==> config.mk <==
export PLATFORM = sky130hd
export DESIGN_NAME = pattern_det_ctrl
export DESIGN_NICKNAME = d
export VERILOG_FILES = /design/src/rtl/pdc_pkg.sv /design/src/rtl/pdc_matcher.sv /design/src/rtl/pattern_det_ctrl.sv
export SDC_FILE = /design/constraint.sdc
export NUM_CORES = 1
export LEC_CHECK = 0
export CAP_MARGIN = 30
export CORE_MARGIN = 2
export CORE_UTILIZATION = 50
export CTS_CLUSTER_DIAMETER = 40
export DETAILED_ROUTE_END_ITERATION = 10
export HOLD_SLACK_MARGIN = 0.05
export PLACE_DENSITY = 0.85
export SLEW_MARGIN = 20
export SYNTH_ARGS = -nofsm -noshare
export SYNTH_HDL_FRONTEND = slang
export SYNTH_SLANG_ARGS = --single-unit
==> constraint.sdc <==
create_clock -name clk -period 3.05 [get_ports clk]
set_input_delay 0.4575 -clock clk [delete_from_list [all_inputs] [get_ports clk]]
set_output_delay 0.4575 -clock clk [all_outputs]
set_load 0.02 [all_outputs]
==> src/rtl/pdc_pkg.sv <==
// Shared types and reset defaults for the programmable pattern-detection controller.
package pdc_pkg;

    typedef enum logic [1:0] {
        IDLE = 2'd0,
        RUN  = 2'd1,
        DONE = 2'd2
    } pdc_state_t;

    localparam logic [4:0] RESET_PATTERN = 5'b10001;
    localparam logic [3:0] RESET_LEN     = 4'd5;
    localparam int         RESET_TARGET  = 1;

    // A zero length would compare nothing, so it is treated as a single-bit pattern.
    function automatic logic [3:0] clamp_len(input logic [3:0] len, input logic [3:0] max_len);
        if (len == 4'd0)
            return 4'd1;
        else if (len > max_len)
            return max_len;
        else
            return len;
    endfunction

endpackage

==> src/rtl/pdc_matcher.sv <==
// Bit history, fill tracking and length-masked compare; match is a Mealy output
// valid in the same cycle as the accepted bit.
module pdc_matcher #(
    parameter int MAX_LEN = 8
) (
    input  logic               clk,
    input  logic               reset,
    input  logic               clear,
    input  logic               accept,
    input  logic               bit_in,
    input  logic [MAX_LEN-1:0] pattern,
    input  logic [3:0]         len,
    output logic               match
);

    logic [MAX_LEN-2:0] hist_reg;
    logic [3:0]         fill_reg;
    logic [MAX_LEN-1:0] window;
    logic [MAX_LEN-1:0] mask;
    logic               fill_ok;

    assign window = {hist_reg, bit_in};

    generate
        for (genvar gi = 0; gi < MAX_LEN; gi++) begin : g_mask
            assign mask[gi] = (4'(gi) < len);
        end
    endgenerate

    // The incoming bit supplies the last position, so len-1 stored bits suffice.
    assign fill_ok = ({1'b0, fill_reg} + 5'd1) >= {1'b0, len};
    assign match   = accept && fill_ok && (((window ^ pattern) & mask) == '0);

    always_ff @(posedge clk) begin
        if (reset || clear) begin
            hist_reg <= '0;
            fill_reg <= '0;
        end else if (accept) begin
            hist_reg <= window[MAX_LEN-2:0];
            if (fill_reg < len)
                fill_reg <= fill_reg + 4'd1;
        end
    end

endmodule

==> src/rtl/pattern_det_ctrl.sv <==
// Configurable serial pattern-detection controller (IDLE/RUN/DONE).
// Define PDC_TIMEOUT_EN to build the RUN-cycle timeout and timed_out status.
module pattern_det_ctrl
    import pdc_pkg::*;
#(
    parameter int MAX_LEN = 8,
    parameter int CNT_W   = 8,
    parameter int TO_W    = 16
) (
    input  logic               clk,
    input  logic               reset,
    input  logic               cfg_we,
    input  logic [MAX_LEN-1:0] cfg_pattern,
    input  logic [3:0]         cfg_len,
    input  logic [CNT_W-1:0]   cfg_target,
    input  logic [TO_W-1:0]    cfg_timeout,
    input  logic               start,
    input  logic               abort,
    input  logic               bit_valid,
    input  logic               bit_in,
    output logic               bit_ready,
    output logic               match,
    output logic [CNT_W-1:0]   match_count,
    output logic               busy,
    output logic               done,
    output logic               timed_out
);

    pdc_state_t         state_reg;
    logic [MAX_LEN-1:0] pattern_reg;
    logic [3:0]         len_reg;
    logic [CNT_W-1:0]   target_reg;
    logic [CNT_W-1:0]   count_reg;
    logic [CNT_W:0]     count_next;
    logic               accept;
    logic               run_clear;
    logic               target_hit;
    logic               timeout_hit;

    assign accept     = bit_valid && (state_reg == RUN);
    assign run_clear  = (state_reg == IDLE) && start;
    assign count_next = {1'b0, count_reg} + (CNT_W+1)'(1);
    assign target_hit = match && (target_reg != '0) && (count_next == {1'b0, target_reg});

    pdc_matcher #(
        .MAX_LEN (MAX_LEN)
    ) u_matcher (
        .clk     (clk),
        .reset   (reset),
        .clear   (run_clear),
        .accept  (accept),
        .bit_in  (bit_in),
        .pattern (pattern_reg),
        .len     (len_reg),
        .match   (match)
    );

`ifdef PDC_TIMEOUT_EN
    logic [TO_W-1:0] timeout_reg;
    logic [TO_W-1:0] timer_reg;
    logic            timed_out_reg;

    assign timeout_hit = (timeout_reg != '0) && ((timer_reg + TO_W'(1)) == timeout_reg);
    assign timed_out   = timed_out_reg;

    always_ff @(posedge clk) begin
        if (reset) begin
            timeout_reg   <= '0;
            timer_reg     <= '0;
            timed_out_reg <= 1'b0;
        end else begin
            if (state_reg == IDLE && cfg_we)
                timeout_reg <= cfg_timeout;
            if (run_clear) begin
                timer_reg     <= '0;
                timed_out_reg <= 1'b0;
            end else if (state_reg == RUN) begin
                timer_reg <= timer_reg + TO_W'(1);
                // A completing match or an abort in the same cycle suppresses the timeout flag.
                if (!abort && !target_hit && timeout_hit)
                    timed_out_reg <= 1'b1;
            end
        end
    end
`else
    logic unused_timeout;

    assign unused_timeout = ^cfg_timeout;
    assign timeout_hit    = 1'b0;
    assign timed_out      = 1'b0;
`endif

    always_ff @(posedge clk) begin
        if (reset) begin
            state_reg   <= IDLE;
            pattern_reg <= MAX_LEN'(RESET_PATTERN);
            len_reg     <= RESET_LEN;
            target_reg  <= CNT_W'(RESET_TARGET);
            count_reg   <= '0;
        end else begin
            case (state_reg)
                IDLE: begin
                    if (cfg_we) begin
                        pattern_reg <= cfg_pattern;
                        len_reg     <= clamp_len(cfg_len, 4'(MAX_LEN));
                        target_reg  <= cfg_target;
                    end
                    if (start) begin
                        state_reg <= RUN;
                        count_reg <= '0;
                    end
                end
                RUN: begin
                    if (match && (count_reg != {CNT_W{1'b1}}))
                        count_reg <= count_next[CNT_W-1:0];
                    if (abort)
                        state_reg <= IDLE;
                    else if (target_hit || timeout_hit)
                        state_reg <= DONE;
                end
                DONE:    state_reg <= IDLE;
                default: state_reg <= IDLE;
            endcase
        end
    end

    assign bit_ready   = (state_reg == RUN);
    assign busy        = (state_reg != IDLE);
    assign done        = (state_reg == DONE);
    assign match_count = count_reg;

endmodule
Word level (Yosys, flattened, before mapping)
Cells that the tools add are included.
- bits in registers: 41
- bits in latches: 0
- bits in writable memories: 0
- ROM bits: 0
- bits of input ports: 43
- output and inout bits: 13
- logic and storage cells: 57
- memories: 0
- add/subtract/negate cells: 3
- $mul: 0
- divide/modulo/power cells: 0
- order comparisons: 11
- equality and inequality tests: 7
- shift operators: 0
- multiplexer cells: 9
- bitwise logic cells: 2
- reductions and logical operators: 18
- operators with widths (cell ; number):
    3-bit by 4-bit less-than comparator with 1-bit output (first input constant) ; 4
    8-bit two-way mux ; 2
    8-bit one-hot mux with 2 select lines ; 1
    8-bit by 1-bit adder with 9-bit output (second input constant) ; 1
    9-bit by 8-bit == test with 1-bit output ; 1
    8-bit AND ; 1
    8-bit logical NOT ; 1
    1-bit by 4-bit less-than comparator with 1-bit output (first input constant) ; 2
    2-bit by 4-bit less-than comparator with 1-bit output (first input constant) ; 2
    4-bit two-way mux ; 2
    8-bit != test (second input constant) ; 1
    8-bit nonzero test ; 1
    8-bit bitwise XOR ; 1
    1-bit logical AND ; 7
    2-bit two-way mux ; 3
    2-bit AND reduction ; 3
    4-bit by 1-bit adder with 5-bit output (second input constant) ; 1
    5-bit by 4-bit greater-or-equal comparator with 1-bit output ; 1
    4-bit by 1-bit adder with 4-bit output (second input constant) ; 1
    4-bit > comparator (second input constant) ; 1
    4-bit logical NOT ; 1
    4-bit less-than comparator ; 1
    2-bit one-hot mux with 2 select lines ; 1
    2-bit nonzero test ; 2
    8 further kinds ; 8

Longest topological paths before layout
- word-level depth: 9
- depth in mapped cells: 10
- depth with buffers taken out: 10

Modules after synthesis
Synthesis repeated with hierarchy kept, for this count alone.
- cell total of the unflattened synthesis: 273
- area, all modules: 2265.9 um^2
- modules (own cells, without submodules) (module ; instances ; cells an instance ; area an instance (um^2) ; seq. area each (um^2)):
    pattern_det_ctrl ; 1 ; 185 ; 1482.7 ; 600.6
    pdc_matcher ; 1 ; 88 ; 783.3 ; 220.2

Least setup slack after synthesis
Ideal clock, no wire load.
- kind: register to register
- start point: reg u_matcher.fill_reg[0]
- end point: reg count_reg[4], in the netlist match_count[4]
- library setup time: 122 ps
- data arrival time: 2184 ps
- data required time: 2928 ps
- setup slack: 744 ps
- stages on the path, launching flop included: 10
- buffers on the path: 0
- clock period less this slack: 2306 ps
- cells stage by stage: dfxtp_1 > ha_1 > ha_1 > a21boi_0 > o31ai_1 > a2111oi_2 > o21ai_4 > clkinv_4 > a21oi_2 > a221o_1
- word-level cells in the longest chain between the ends: 7
- ends and longest elaborated chain (element ; line ; text):
    start: declaration ; pdc_matcher.sv:17 ; logic [3:0] fill_reg;
    start signal: assignment ; pdc_matcher.sv:41 ; fill_reg <= fill_reg + 4'd1;
    4-bit by 1-bit adder with 5-bit output ; pdc_matcher.sv:31 ; assign fill_ok = ({1'b0, fill_reg} + 5'd1) >= {1'b0, len};
    5-bit by 4-bit greater-or-equal comparator with 1-bit output ; pdc_matcher.sv:31 ;
    1-bit logical AND (2 in series) ; pdc_matcher.sv:32 ; assign match = accept && fill_ok && (((window ^ pattern) & mask) == '0);
    via match ; pattern_det_ctrl.sv:22 ; output logic match,
    1-bit logical AND ; pattern_det_ctrl.sv:114 ; if (match && (count_reg != {CNT_W{1'b1}}))
    2-bit by 1-bit != test with 1-bit output (no line) ; -- ;
    3-bit AND reduction (no line) ; -- ;
    end signal: assignment ; pattern_det_ctrl.sv:115 ; count_reg <= count_next[CNT_W-1:0];
    end: declaration ; pattern_det_ctrl.sv:33 ; logic [CNT_W-1:0] count_reg;
The timed path passes the listed nets, and every way through them passes these cells.
A chain may end at the register's enable or synchronous reset.

Worst setup path after layout
- start point: reg u_matcher.fill_reg[0]
- end point: out match
- word-level cells in the longest chain between the ends: 4
- ends and longest elaborated chain (element ; line):
    4-bit by 1-bit adder with 5-bit output ; pdc_matcher.sv:31
    5-bit by 4-bit greater-or-equal comparator with 1-bit output ; pdc_matcher.sv:31
    1-bit logical AND (2 in series) ; pdc_matcher.sv:32
    end: declaration ; pattern_det_ctrl.sv:22
Every way passes these cells.

==> metrics.md <==
| Metric | Value |
|---|---|
| Pleak | 1.15 nW |
| Post-layout minimum cycle time | 2870 ps |
| Mapped Nets | 335 |
| Clk_skew | 4.94 ps |
| Crit path DAT | 2410 ps |
| DR vias | 2037 |
| Worst-path fanout max | 4 |
| Die area | 5180 µm² |
| CTS H-Tree Depth | 2 |
| Starting Density | 52.4% |
| Initial antenna violation count | 0 |
| Via density | 5.55 |
| Largest net degree at the start of global routing | 27 |
| Clock sink count | 41 |
| DR WL/cell | 13.4 µm |
| Fraction of the yosys area taken by sequential cells | 35.5% |
| Setup crit start kind | flop |
| Global routing usage on met3 | 4.86% |
| Cell area after synthesis | 2310 µm² |
| Die width | 72.0 µm |
| Worst skew pair latency | 300 ps |
| Total Nets Final | 367 |
| Fin. max-slew vios | 0 |
| Synth warn | 0 |
| Synth Flop Type | dfxtp_1 |
| TritonCTS Buffers | 5 |
| Clock transition at path regs | 80 ps |
| Setup TNS | 0 ps |
| Post-synth top area share | 35.5% |
| Core area | 4410 µm² |
| Gr usage total | 20.2% |
| Max-slew headroom | 57.2% |
| Clock buffer depth | 2 |
| Final setup vio count | 0 |
| Met2 Use GR | 30.1% |
| Met1 GRT Util | 28.4% |
| TritonCTS clock tree | built |
| Synth Register Bits | 41 |
| DP HPWL | 3660 µm |
| Area of the multi-input gates | 1380 µm² |
| Run status | completed |
| GRT busiest layer | met2 |
| Synth async-reset ratio | 0% |
| Row count | 24 |
| Layout cells sized above 1 | 6.98% |
| IO Port Bufs | 38 |
| Drt pass-1 iters | 4 |
| Ant. Diodes | 0 |
| Fmax | 348 MHz |
| DRC errors left | 0 |
| Max Cap Viol | 0 |
| Die height | 72.0 µm |
| ANT nets after route | 0 |
| Final Routed Wirelength | 4910 µm |
| Worst setup EP type | output port |
| Layout Area Growth over Synthesis | 22.3% |
| Number of synthesized flops with an enable pin | 0 |
| Num ports | 56 |
| Reg area | 821 µm² |
| Grt ovf | 0 |
| Most common cell in the synthesized netlist | nand2_1 |
| Pwr dens | 427 nW/µm² |
| Post-layout power | 1.21 mW |
| Vias in the first global route | 1802 |
| Initial DRC Count | 158 |
| RSZ-0062 raised after global routing | no |
| Netlist cell types | 49 |
| Peak VDD IR | 0.341 mV |
| Top cells by count, synth | nand2_1, dfxtp_1, nor2_1, a21oi_1, clkbuf_1 |
| Average cell area after synthesis | 8.20 µm² |
| Fillers | 392 |
| Area leader, netlist | dfxtp_1 |
| CP required | 2590 ps |
| Root buf cell | clkbuf_8 |
| Top cells by area, synth | dfxtp_1, nand2_1, ha_1 |
| RD Place Congestion | 0.873 |
| Worst hold path class | reg -> reg |
| Slew @ Worst Pin | 641 ps |
| Post-Syn Instances | 282 |
| Final Cycle Share | 94.1% |
| Critical path class | reg -> out |
| Final Hold Fails | 0 |
| First-pass GRT wire length | 8360 µm |
==> metrics by stage <==
| stage | setup slack [ps] | hold WS, ps | util (%) | cell area [µm²] | std cells |
|---|---|---|---|---|---|
| final | 179 | 473 | 64.1 | 2830 | 367 |
| after global routing | 50.3 | 492 | 64.1 | 2830 | 367 |
| after CTS | 38.0 | 473 | 64.1 | 2830 | 367 |
| after detailed placement | 83.0 | 462 | 61.3 | 2710 | 359 |
| after global placement | 113 | 460 | 61.3 | 2710 | 359 |
| after floorplan | 744 | 443 | - | 2310 | 282 |
==> cell usage in the layout, fill, tap and decap left out, drive strengths merged, types with 3 or more instances in the layout <==
cell / n
nand3b: 7
o211ai: 4
xor2: 12
nor3b: 3
nand2b: 6
nand2: 47
a2111oi: 3
nand3: 11
ha: 10
nor2b: 3
dfxtp: 41
clkbuf: 6
clkdlybuf4s50: 37
xnor2: 10
a21oi: 21
mux2i: 8
nor2: 22
o21a: 3
buf: 3
inv: 8
o21ai: 9
and3: 7
==> critical path: stages (launching register included) <==
cell and delay, ps:
dfxtp_1 350, ha_1 330, ha_1 280, a21boi_1 170
o31ai_1 100, a2111oi_2 440, o21ai_4 120, clkinv_4 80
clkdlybuf4s15_2 250
==> area by class of cell <==
class | instances | share of cell area (%)
Multi-Input combinational cell | 216 | 48.8
Clock inverter | 2 | 1.33
Inverter | 9 | 1.37
Sequential cell | 41 | 29.0
Clock buffer | 6 | 2.92
Tap cell | 52 | 2.30
Timing Repair Buffer | 41 | 14.3
==> routing by layer <==
layer  wire [µm]  up-vias
li1            -     1040
met1        2400      930
met2        2160       59
met3         261        8
met4          87        0
met5           0        -
==> kinds of logic (layout without fill, tap and decap cells) <==
| family | Yosys count | count (layout) | share of synthesized area (%) |
|---|---|---|---|
| and+or+nand+nor | 117 | 117 | 24.7 |
| AOI/OAI and AO/OA | 57 | 57 | 17.1 |
| DFF | 41 | 41 | 35.5 |
| buffers and inverters | 25 | 58 | 4.82 |
| xor gates and xnor gates | 22 | 22 | 8.33 |
| adders and majority gates | 10 | 10 | 5.41 |
| muxes | 9 | 9 | 3.95 |
| other | 1 | 1 | 0.162 |
==> final timing paths <==
check	from	endpoint	slack (ps)	cells after the start
max	u_matcher.fill_reg[0]$_SDFFE_PP0P_	match	180	8
min	pattern_reg[1]$_SDFFE_PP0P_	pattern_reg[1]$_SDFFE_PP0P_	470	2
max reg2reg	u_matcher.fill_reg[0]$_SDFFE_PP0P_	match_count[1]$_SDFFE_PP0P_	540	9
min reg2reg	pattern_reg[1]$_SDFFE_PP0P_	pattern_reg[1]$_SDFFE_PP0P_	470	2
==> power by group <==
part	leakage, nW	total [mW]	switching, mW	internal, mW
registers	0.334	0.577	0.0220	0.555
logic	0.763	0.170	0.0843	0.0854
clock network	0.0574	0.461	0.195	0.266
==> repair_timing <==
item | in CTS | in global routing
hold buffers | 0 | 0
buffers inserted | 0 | 0
setup endpoints to repair | 1 | 1
gates resized for setup | 3 | 1
cloned | 0 | 0
pin swaps | 1 | 1
endpoints found under the hold margin | 0 | 0
Note: power is estimated with default switching activity, not from simulation.
